$ cat src/rtl/regfile_dump_reader.sv
// Register file dump engine: walks x0/x1..x31 through a read port and
// streams (index, value) beats on a valid/ready channel, then pulses done.
module regfile_dump_reader #(
    parameter bit SKIP_ZERO = 1'b0
) (
    input  logic        clock,
    input  logic        reset,
    input  logic        start,
    input  logic        abort,
    output logic [4:0]  regAddress,
    input  logic [31:0] regValue,
    output logic        outValid,
    input  logic        outReady,
    output logic [4:0]  outIndex,
    output logic [31:0] outData,
    output logic        busy,
    output logic        done
);

    typedef enum logic [1:0] {
        S_IDLE,
        S_FETCH,
        S_SEND,
        S_DONE
    } state_e;

    localparam logic [4:0] FIRST_REG = SKIP_ZERO ? 5'd1 : 5'd0;
    localparam logic [4:0] LAST_REG  = 5'd31;

    state_e      state_q, state_d;
    logic [4:0]  cnt_q, cnt_d;
    logic        valid_q, valid_d;
    logic [4:0]  index_q, index_d;
    logic [31:0] data_q, data_d;

    always_comb begin
        state_d = state_q;
        cnt_d   = cnt_q;
        valid_d = valid_q;
        index_d = index_q;
        data_d  = data_q;
        unique case (state_q)
            S_IDLE: begin
                if (start) begin
                    cnt_d   = FIRST_REG;
                    state_d = S_FETCH;
                end
            end
            S_FETCH: begin
                // Beat is snapshotted here; later writebacks are not seen.
                data_d  = regValue;
                index_d = cnt_q;
                valid_d = 1'b1;
                state_d = S_SEND;
            end
            S_SEND: begin
                if (valid_q && outReady) begin
                    valid_d = 1'b0;
                    if (cnt_q == LAST_REG) begin
                        state_d = S_DONE;
                    end else begin
                        cnt_d   = cnt_q + 5'd1;
                        state_d = S_FETCH;
                    end
                end
            end
            S_DONE: begin
                cnt_d   = 5'd0;
                state_d = S_IDLE;
            end
            default: state_d = S_IDLE;
        endcase
        if (abort && (state_q != S_IDLE)) begin
            state_d = S_IDLE;
            valid_d = 1'b0;
            cnt_d   = 5'd0;
        end
    end

    always_ff @(posedge clock) begin
        if (!reset) begin
            state_q <= S_IDLE;
            cnt_q   <= 5'd0;
            valid_q <= 1'b0;
            index_q <= 5'd0;
            data_q  <= 32'd0;
        end else begin
            state_q <= state_d;
            cnt_q   <= cnt_d;
            valid_q <= valid_d;
            index_q <= index_d;
            data_q  <= data_d;
        end
    end

    assign regAddress = (state_q == S_FETCH) ? cnt_q : 5'd0;
    assign outValid   = valid_q;
    assign outIndex   = index_q;
    assign outData    = data_q;
    assign busy       = (state_q != S_IDLE);
    assign done       = (state_q == S_DONE);

endmodule

$ cat config.mk
export PLATFORM = sky130hd
export DESIGN_NAME = regfile_dump_reader
export DESIGN_NICKNAME = d
export VERILOG_FILES = /design/src/rtl/regfile_dump_reader.sv
export SDC_FILE = /design/constraint.sdc
export NUM_CORES = 1
export LEC_CHECK = 0
export BUFFER_PORTS_ARGS = -buffer_cell sky130_fd_sc_hd__buf_2
export CORE_ASPECT_RATIO = 1.75
export CORE_MARGIN = 3
export CORE_UTILIZATION = 35
export DETAILED_ROUTE_END_ITERATION = 16
export PLACE_DENSITY = 0.73
export SYNTH_ARGS = -nofsm -noshare
export SYNTH_HDL_FRONTEND = slang
export SYNTH_SLANG_ARGS = --single-unit
$ cat constraint.sdc
create_clock -name clock -period 1.49 [get_ports clock]
set_input_delay 0.298 -clock clock [delete_from_list [all_inputs] [get_ports clock]]
set_output_delay 0.298 -clock clock [all_outputs]
set_load 0.05 [all_outputs]
==> metrics.csv, run 1 <==
stage,metric,value,unit
synth,XOR/XNOR Fraction of Synth Area,0,%
sta,relative slew slack,76.0,%
synth,Synth Area in Compound Gates,20.2,%
synth,"Cell Area, Synth",0.00189,sq mm
setup_path,CP Depth,6,
setup_path,Crit path max-delay family,simple AND/OR/NAND/NOR gates,
synth,Cell variety after synth,35,
setup_path,Setup Crit Path Kind,reg -> reg,
synth,largest family of logic cells by synthesized area,simple AND/OR/NAND/NOR gates,
setup_path,Worst setup SP type,register,
clock_network,"Clk pin slew, worst setup/hold paths",0.08,ns
setup_path,data arrival time of the critical path,1.67,ns
clock_network,clk buf depth,2,
synth,post-synthesis adder-cell area fraction,1.33,%
sta,setup_tns,0,ns
grt,initial antenna violation count,0,
setup_path,CP max stage delay,0.34,ns
job,max-cap viol count,0,
synth,Yosys warning total,0,
clock_network,TritonCTS clock tree,done,
placed_design,Placer Congestion,0.775,
setup_path,slowest CP cell,dfxtp_2,
synth,asr flop ratio synth,0,%
power,leakage,1.18,nW
outcome,status,finished clean,
setup_path,RR Startpoint,cnt_q[0],
cells_and_area,nets,345,
sta,final hold vios,0,
setup_path,crit-path most repeated cell,ha_4,
synth,synthesized net count,257,
sta,f_max,679,MHz
floorplan,initial core utilization,36.9,%
power,VDD IR max,0.473,mV
sta,Final setup viols,0,
cells_and_area,post-layout util,50.9,%
grt,vias in the first global route,1653,
sta,RSZ-0062 raised after global routing,true,
setup_path,Crit. End Element,register,
clock_network,Clock Sinks,45,
setup_path,FF-to-FF path depth,6,
cells_and_area,layout cells sized above 1,39.4,%
clock_network,Skew-Pair Late Insertion Delay,0.28,ns
grt,GRT Overall Usage,14.8,%
sta,final setup skew,0.00717,ns
floorplan,Die H,103,um
placed_design,# port buffers,81,
placed_design,Cell Count Post-Placement,350,
synth,post-synthesis sequential area ratio,47.8,%
sta,Max Slew Vio Count,0,
routing,via/cell ratio,4.81,
sta,worst-margin pin slew,0.360,ns
grt,total grt overflow,0,
routing,First-pass DRT Iterations,4,
synth,ys flop type,dfxtp_1,
floorplan,core area,0.00510,sq mm
floorplan,FP Rows,34,
clock_network,CTS buffer count,5,
setup_path,Crit path buffers/inverters,0,
clock_network,H-tree Lvls,2,
sta,fin crit share,98.8,%
grt,global-route wire length before repair,7220,um
sta,Final min period,1.47,ns
setup_path,flop-to-flop setup slack,0.02,ns
setup_path,Critical Path RT,1.69,ns
cells_and_area,Layout Cells excl Fill,361,
synth,Mean Syn Cell Area,8.65,sq um
routing,DR iter-0 viols,66,
setup_path,Reg2Reg Capture Point,cnt_q[2],
synth,simple-gate share of the synthesized area,24.6,%
cells_and_area,Diodes inserted,0,
cells_and_area,highest-count cells in the layout ignoring fill and taps,"buf_2 (74), nand2_1 (66), dfxtp_1 (41)",
synth,post-synthesis mux area share,0,%
routing,DR DRC count,0,
floorplan,Die Wd,61.5,um
setup_path,CP startpoint,cnt_q[0],
routing,drt total wl,4610,um
cells_and_area,"most common cell after layout, fill and taps aside",buf_2,
routing,via count,1737,
routing,wire per inst,12.8,um
clock_network,Root Buffer,clkbuf_8,
setup_path,CP max FO,4,
power,Cell Pwr Density,986,mW/mm^2
floorplan,Die ar.,0.00634,sq mm
routing,Antenna Nets Post-Route,0,
setup_path,crit path cell chain,"ha_4, and3_4, ha_4, and4b_1, nand4_1, o32ai_2",
placed_design,Detailed Place HPWL,3290,um
floorplan,IO Count,82,
synth,Synth Instances,218,
synth,synthesis-stage register bit count,45,
hold_path,HP Class,in -> reg,
setup_path,CP endpoint,cnt_q[2],
cells_and_area,P&R area growth vs syn,37.8,%
power,overall power,0.00256,W
grt,largest net degree at the start of global routing,38,
synth,Post-synth EDFFs,0,
clock_network,hold_buf cts,0,
tightest hold or removal path, cell delays in order:
cell      delay (ns)
buf_2           0.09
nand2_1         0.04
a21boi_1        0.05
cell families (layout without fill, tap and decap cells):
logic type,Yosys count,count (layout)
simple gates,100,100
compound gates,51,51
flops,45,45
buf+inv,20,109
fa+ha+maj,2,2
area by class of cell:
type	count	area, sq um
repair buffers	95	586
clock buffers	7	76.3
clock inverters	1	7.51
multi-input cells	153	932
flip-flops and latches	45	906
well taps	54	67.6
fillers	498	2510
inverters	6	22.5
sequential cells by signal (all words and copies together), names as in the netlist:
signal	count
state_q	2
outValid	1
cnt_q	5
outData	32
outIndex	5
through the flow:
stage                     cell area, sq um  worst slack, ns  hold WS (ns)
after CTS                             2570          -0.0392         0.227
after detailed placement              2370           -0.103         0.441
after global placement                2370          -0.0196         0.438
final                                 2600           0.0174         0.244
after global routing                  2600          -0.0525         0.243
after floorplan                       1890          0.00429         0.433
report_power, final:
part           switching (W)  leakage (nW)  internal (W)  total, W
clock network       0.000386        0.0385      0.000332  0.000718
registers          0.0000297         0.367       0.00126   0.00129
logic               0.000377         0.769      0.000177  0.000554
total               0.000793          1.18       0.00177   0.00256
cells in the mapped netlist, drive strengths merged (3+ instances only):
cell     n  area [sq um]
a21boi  32           240
buf     10          77.6
o21a     5          37.5
a21oi    4          20.0
o32ai    3          26.3
nand2b   3          18.8
nand3    3          15.0
and3     3          18.8
dfxtp   45           901
inv      6          22.5
nand2   67           254
o21ai    3          26.3
and2    10          62.6
clkbuf   4          15.0
layer usage:
metal / global-route usage (%) / vias to the layer above / wire length, um
li1: - / 895 / -
met1: 15.7 / 792 / 1710
met2: 27.9 / 44 / 2580
met3: 2.51 / 6 / 251
met4: 4.90 / 0 / 73
met5: 0 / - / 0
what timing repair did:
item | 4_1_cts | 5_1_grt
endpoints found under the setup margin | 11 | 12
endpoints found under the hold margin | 0 | 0
pin swaps | 4 | 5
gates resized for setup | 29 | 6
setup buffers | 2 | 1
worst min path at each step:
stage                  endpoint  slack [ns]         start  cells after the start
floorplan            outData[0]        0.43   regValue[0]                      2
global placement    outData[24]        0.44   outData[24]                      2
detailed placement   outData[9]        0.44    outData[9]                      2
CTS                 outData[29]        0.23  regValue[29]                      3
global route         outData[2]        0.24   regValue[2]                      3
finish               outData[5]        0.24   regValue[5]                      3
(Power assumes the default switching activity.)
==> run 2: changes to the inputs <==
--- a/config.mk
+++ b/config.mk
@@ -8,9 +8,9 @@
 export BUFFER_PORTS_ARGS = -buffer_cell sky130_fd_sc_hd__buf_2
 export CORE_ASPECT_RATIO = 1.75
 export CORE_MARGIN = 3
-export CORE_UTILIZATION = 35
+export CORE_UTILIZATION = 42
 export DETAILED_ROUTE_END_ITERATION = 16
-export PLACE_DENSITY = 0.73
+export PLACE_DENSITY = 0.84
 export SYNTH_ARGS = -nofsm -noshare
 export SYNTH_HDL_FRONTEND = slang
 export SYNTH_SLANG_ARGS = --single-unit
==> run 2 against run 1 <==
Effect of this change: the run now ends with setup timing left; register-to-register slack worse by 0.08 ns; routed wire length is 10% higher; global-route usage is 3.4 points higher; first-iteration DRC count is 45% lower; cell count is 1.9% higher; sequential share of layout area is 1.3 points lower; via count is 8.3% higher; clock-buffer cell count stayed put; combinational power is 9.0% higher; largest power group unchanged.
==> metrics.csv, run 2 (same netlist as run 1, synthesis figures left out) <==
stage,metric,value,unit,change
sta,relative slew slack,77.9,%,was 76.0%
hold_path,HP Class,in -> reg,,unchanged
sta,Final setup viols,8,,was 0
clock_network,CTS buffer count,5,,unchanged
sta,RSZ-0062 raised after global routing,true,,unchanged
grt,initial antenna violation count,0,,unchanged
sta,final setup skew,0.00506,ns,was 0.00717 ns
cells_and_area,nets,358,,was 345
grt,total grt overflow,0,,unchanged
routing,DR iter-0 viols,36,,was 66
clock_network,Root Buffer,clkbuf_8,,unchanged
cells_and_area,Diodes inserted,0,,unchanged
routing,wire per inst,13.8,um,was 12.8 um
grt,vias in the first global route,1819,,was 1653
setup_path,flop-to-flop setup slack,-0.06,ns,was 0.02 ns
routing,First-pass DRT Iterations,4,,unchanged
routing,drt total wl,5080,um,was 4610 um
cells_and_area,fin area,0.00270,sq mm,was 0.00260 sq mm
sta,setup ws final,-0.0620,ns,was 0.0174 ns
sta,worst-margin pin slew,0.332,ns,was 0.360 ns
grt,global-route wire length before repair,7670,um,was 7220 um
setup_path,Worst setup SP type,register,,unchanged
cells_and_area,max reg flops,32,,unchanged
clock_network,H-tree Lvls,2,,unchanged
placed_design,placed inst area,0.00236,sq mm,was 0.00237 sq mm
floorplan,core area,0.00423,sq mm,was 0.00510 sq mm
cells_and_area,P&R area growth vs syn,43.1,%,was 37.8%
clock_network,Skew-Pair Late Insertion Delay,0.29,ns,was 0.28 ns
sta,f_max,644,MHz,was 679 MHz
job,max-cap viol count,0,,unchanged
clock_network,"Clk pin slew, worst setup/hold paths",0.08,ns,about the same
cells_and_area,layout cells sized above 1,42.3,%,was 39.4%
sta,Final min period,1.55,ns,was 1.47 ns
placed_design,Placer Congestion,0.848,,was 0.775
outcome,violated checks,setup timing,,
clock_network,hold_buf cts,0,,unchanged
clock_network,TritonCTS clock tree,done,,unchanged
floorplan,IO Count,82,,unchanged
setup_path,data arrival time of the critical path,1.77,ns,was 1.67 ns
setup_path,Critical Path RT,1.71,ns,was 1.69 ns
setup_path,Crit. End Element,register,,unchanged
placed_design,Detailed Place HPWL,3390,um,was 3290 um
routing,via/cell ratio,5.11,,was 4.81
outcome,status,"finished, violations left",,was finished clean
setup_path,Setup Crit Path Kind,reg -> reg,,unchanged
power,Cell Pwr Density,977,mW/mm^2,was 986 mW/mm^2
power,VDD IR max,0.912,mV,was 0.473 mV
cells_and_area,highest-count cells in the layout ignoring fill and taps,"buf_2 (74), nand2_1 (66), dfxtp_1 (41)",,unchanged
floorplan,Die H,94.6,um,was 103 um
grt,GRT Overall Usage,18.1,%,was 14.8%
sta,setup_tns,-0.141,ns,was 0 ns
placed_design,# port buffers,81,,unchanged
floorplan,FP Rows,31,,was 34
floorplan,Die Wd,56.7,um,was 61.5 um
sta,fin crit share,104,%,was 98.8%
routing,DR DRC count,0,,unchanged
clock_network,clk buf depth,2,,unchanged
floorplan,initial core utilization,44.6,%,was 36.9%
cells_and_area,"most common cell after layout, fill and taps aside",buf_2,,unchanged
setup_path,CP max FO,4,,unchanged
sta,final hold vios,0,,unchanged
sta,Max Slew Vio Count,0,,unchanged
routing,via count,1881,,was 1737
routing,Antenna Nets Post-Route,0,,unchanged
power,leakage,1.25,nW,was 1.18 nW
grt,largest net degree at the start of global routing,27,,was 38
floorplan,Die ar.,0.00536,sq mm,was 0.00634 sq mm
clock_network,Clock Sinks,45,,unchanged
run 2: cell count changes in the layout (fill, tap and decap cells not counted), sizes merged:
cell	delta
buf	+13
clkinvlp	-1
run 2: what timing repair did:
action / in CTS / in global routing
setup buffers: 4 / 11
setup endpoints to repair: 12 / 12
pin swaps: 4 / 6
gates resized for setup: 25 / 14
run 2: path summary, 6_finish.rpt:
| path | from | to | depth (start not counted) |
|---|---|---|---|
| max | cnt_q[1] | cnt_q[3] | 7 |
| min | regValue[24] | outData[24] | 3 |
| max reg2reg | cnt_q[1] | cnt_q[3] | 7 |
| min reg2reg | outData[30] | outData[30] | 2 |
run 2: per-stage QoR:
step                total power (W)  instances  setup WS [ns]  utilization (%)  hold slack, ns
floorplan                   0.00171        218        0.00429                -           0.433
global placement            0.00184        346        -0.0169             55.8           0.437
detailed placement          0.00185        346        -0.0617             55.8           0.441
CTS                         0.00261        357        -0.0226             60.4           0.236
global route                0.00276        368        -0.0861             63.8           0.240
finish                      0.00263        368        -0.0620             63.8           0.242
run 2: final cells by class:
class	instances	area, sq um
clock buffer	7	86.3
fill	367	1530
inverter	6	22.5
multi-input combinational	153	940
sequential	45	906
tap	49	61.3
timing repair buffer	108	682
run 2: critical path, cell delays in order, from the launching register on:
cell     delay, ns
dfxtp_2       0.34
ha_4          0.16
and3_4        0.15
ha_4          0.16
and4b_1       0.29
buf_4         0.13
nand4_1       0.12
o22ai_1       0.14
run 2: where the power goes:
| part | switching, W | internal (W) |
|---|---|---|
| clock network | 0.000371 | 0.000368 |
| logic | 0.000391 | 0.000213 |
| registers | 0.0000322 | 0.00126 |
run 2: per-layer routing:
metal / track usage [%] / vias up / wire length [um]
met4: 8.71 / 0 / 128
met2: 35.2 / 57 / 2890
met1: 17.3 / 886 / 1830
met5: 0 / - / 0
li1: - / 927 / -
met3: 4.10 / 11 / 234
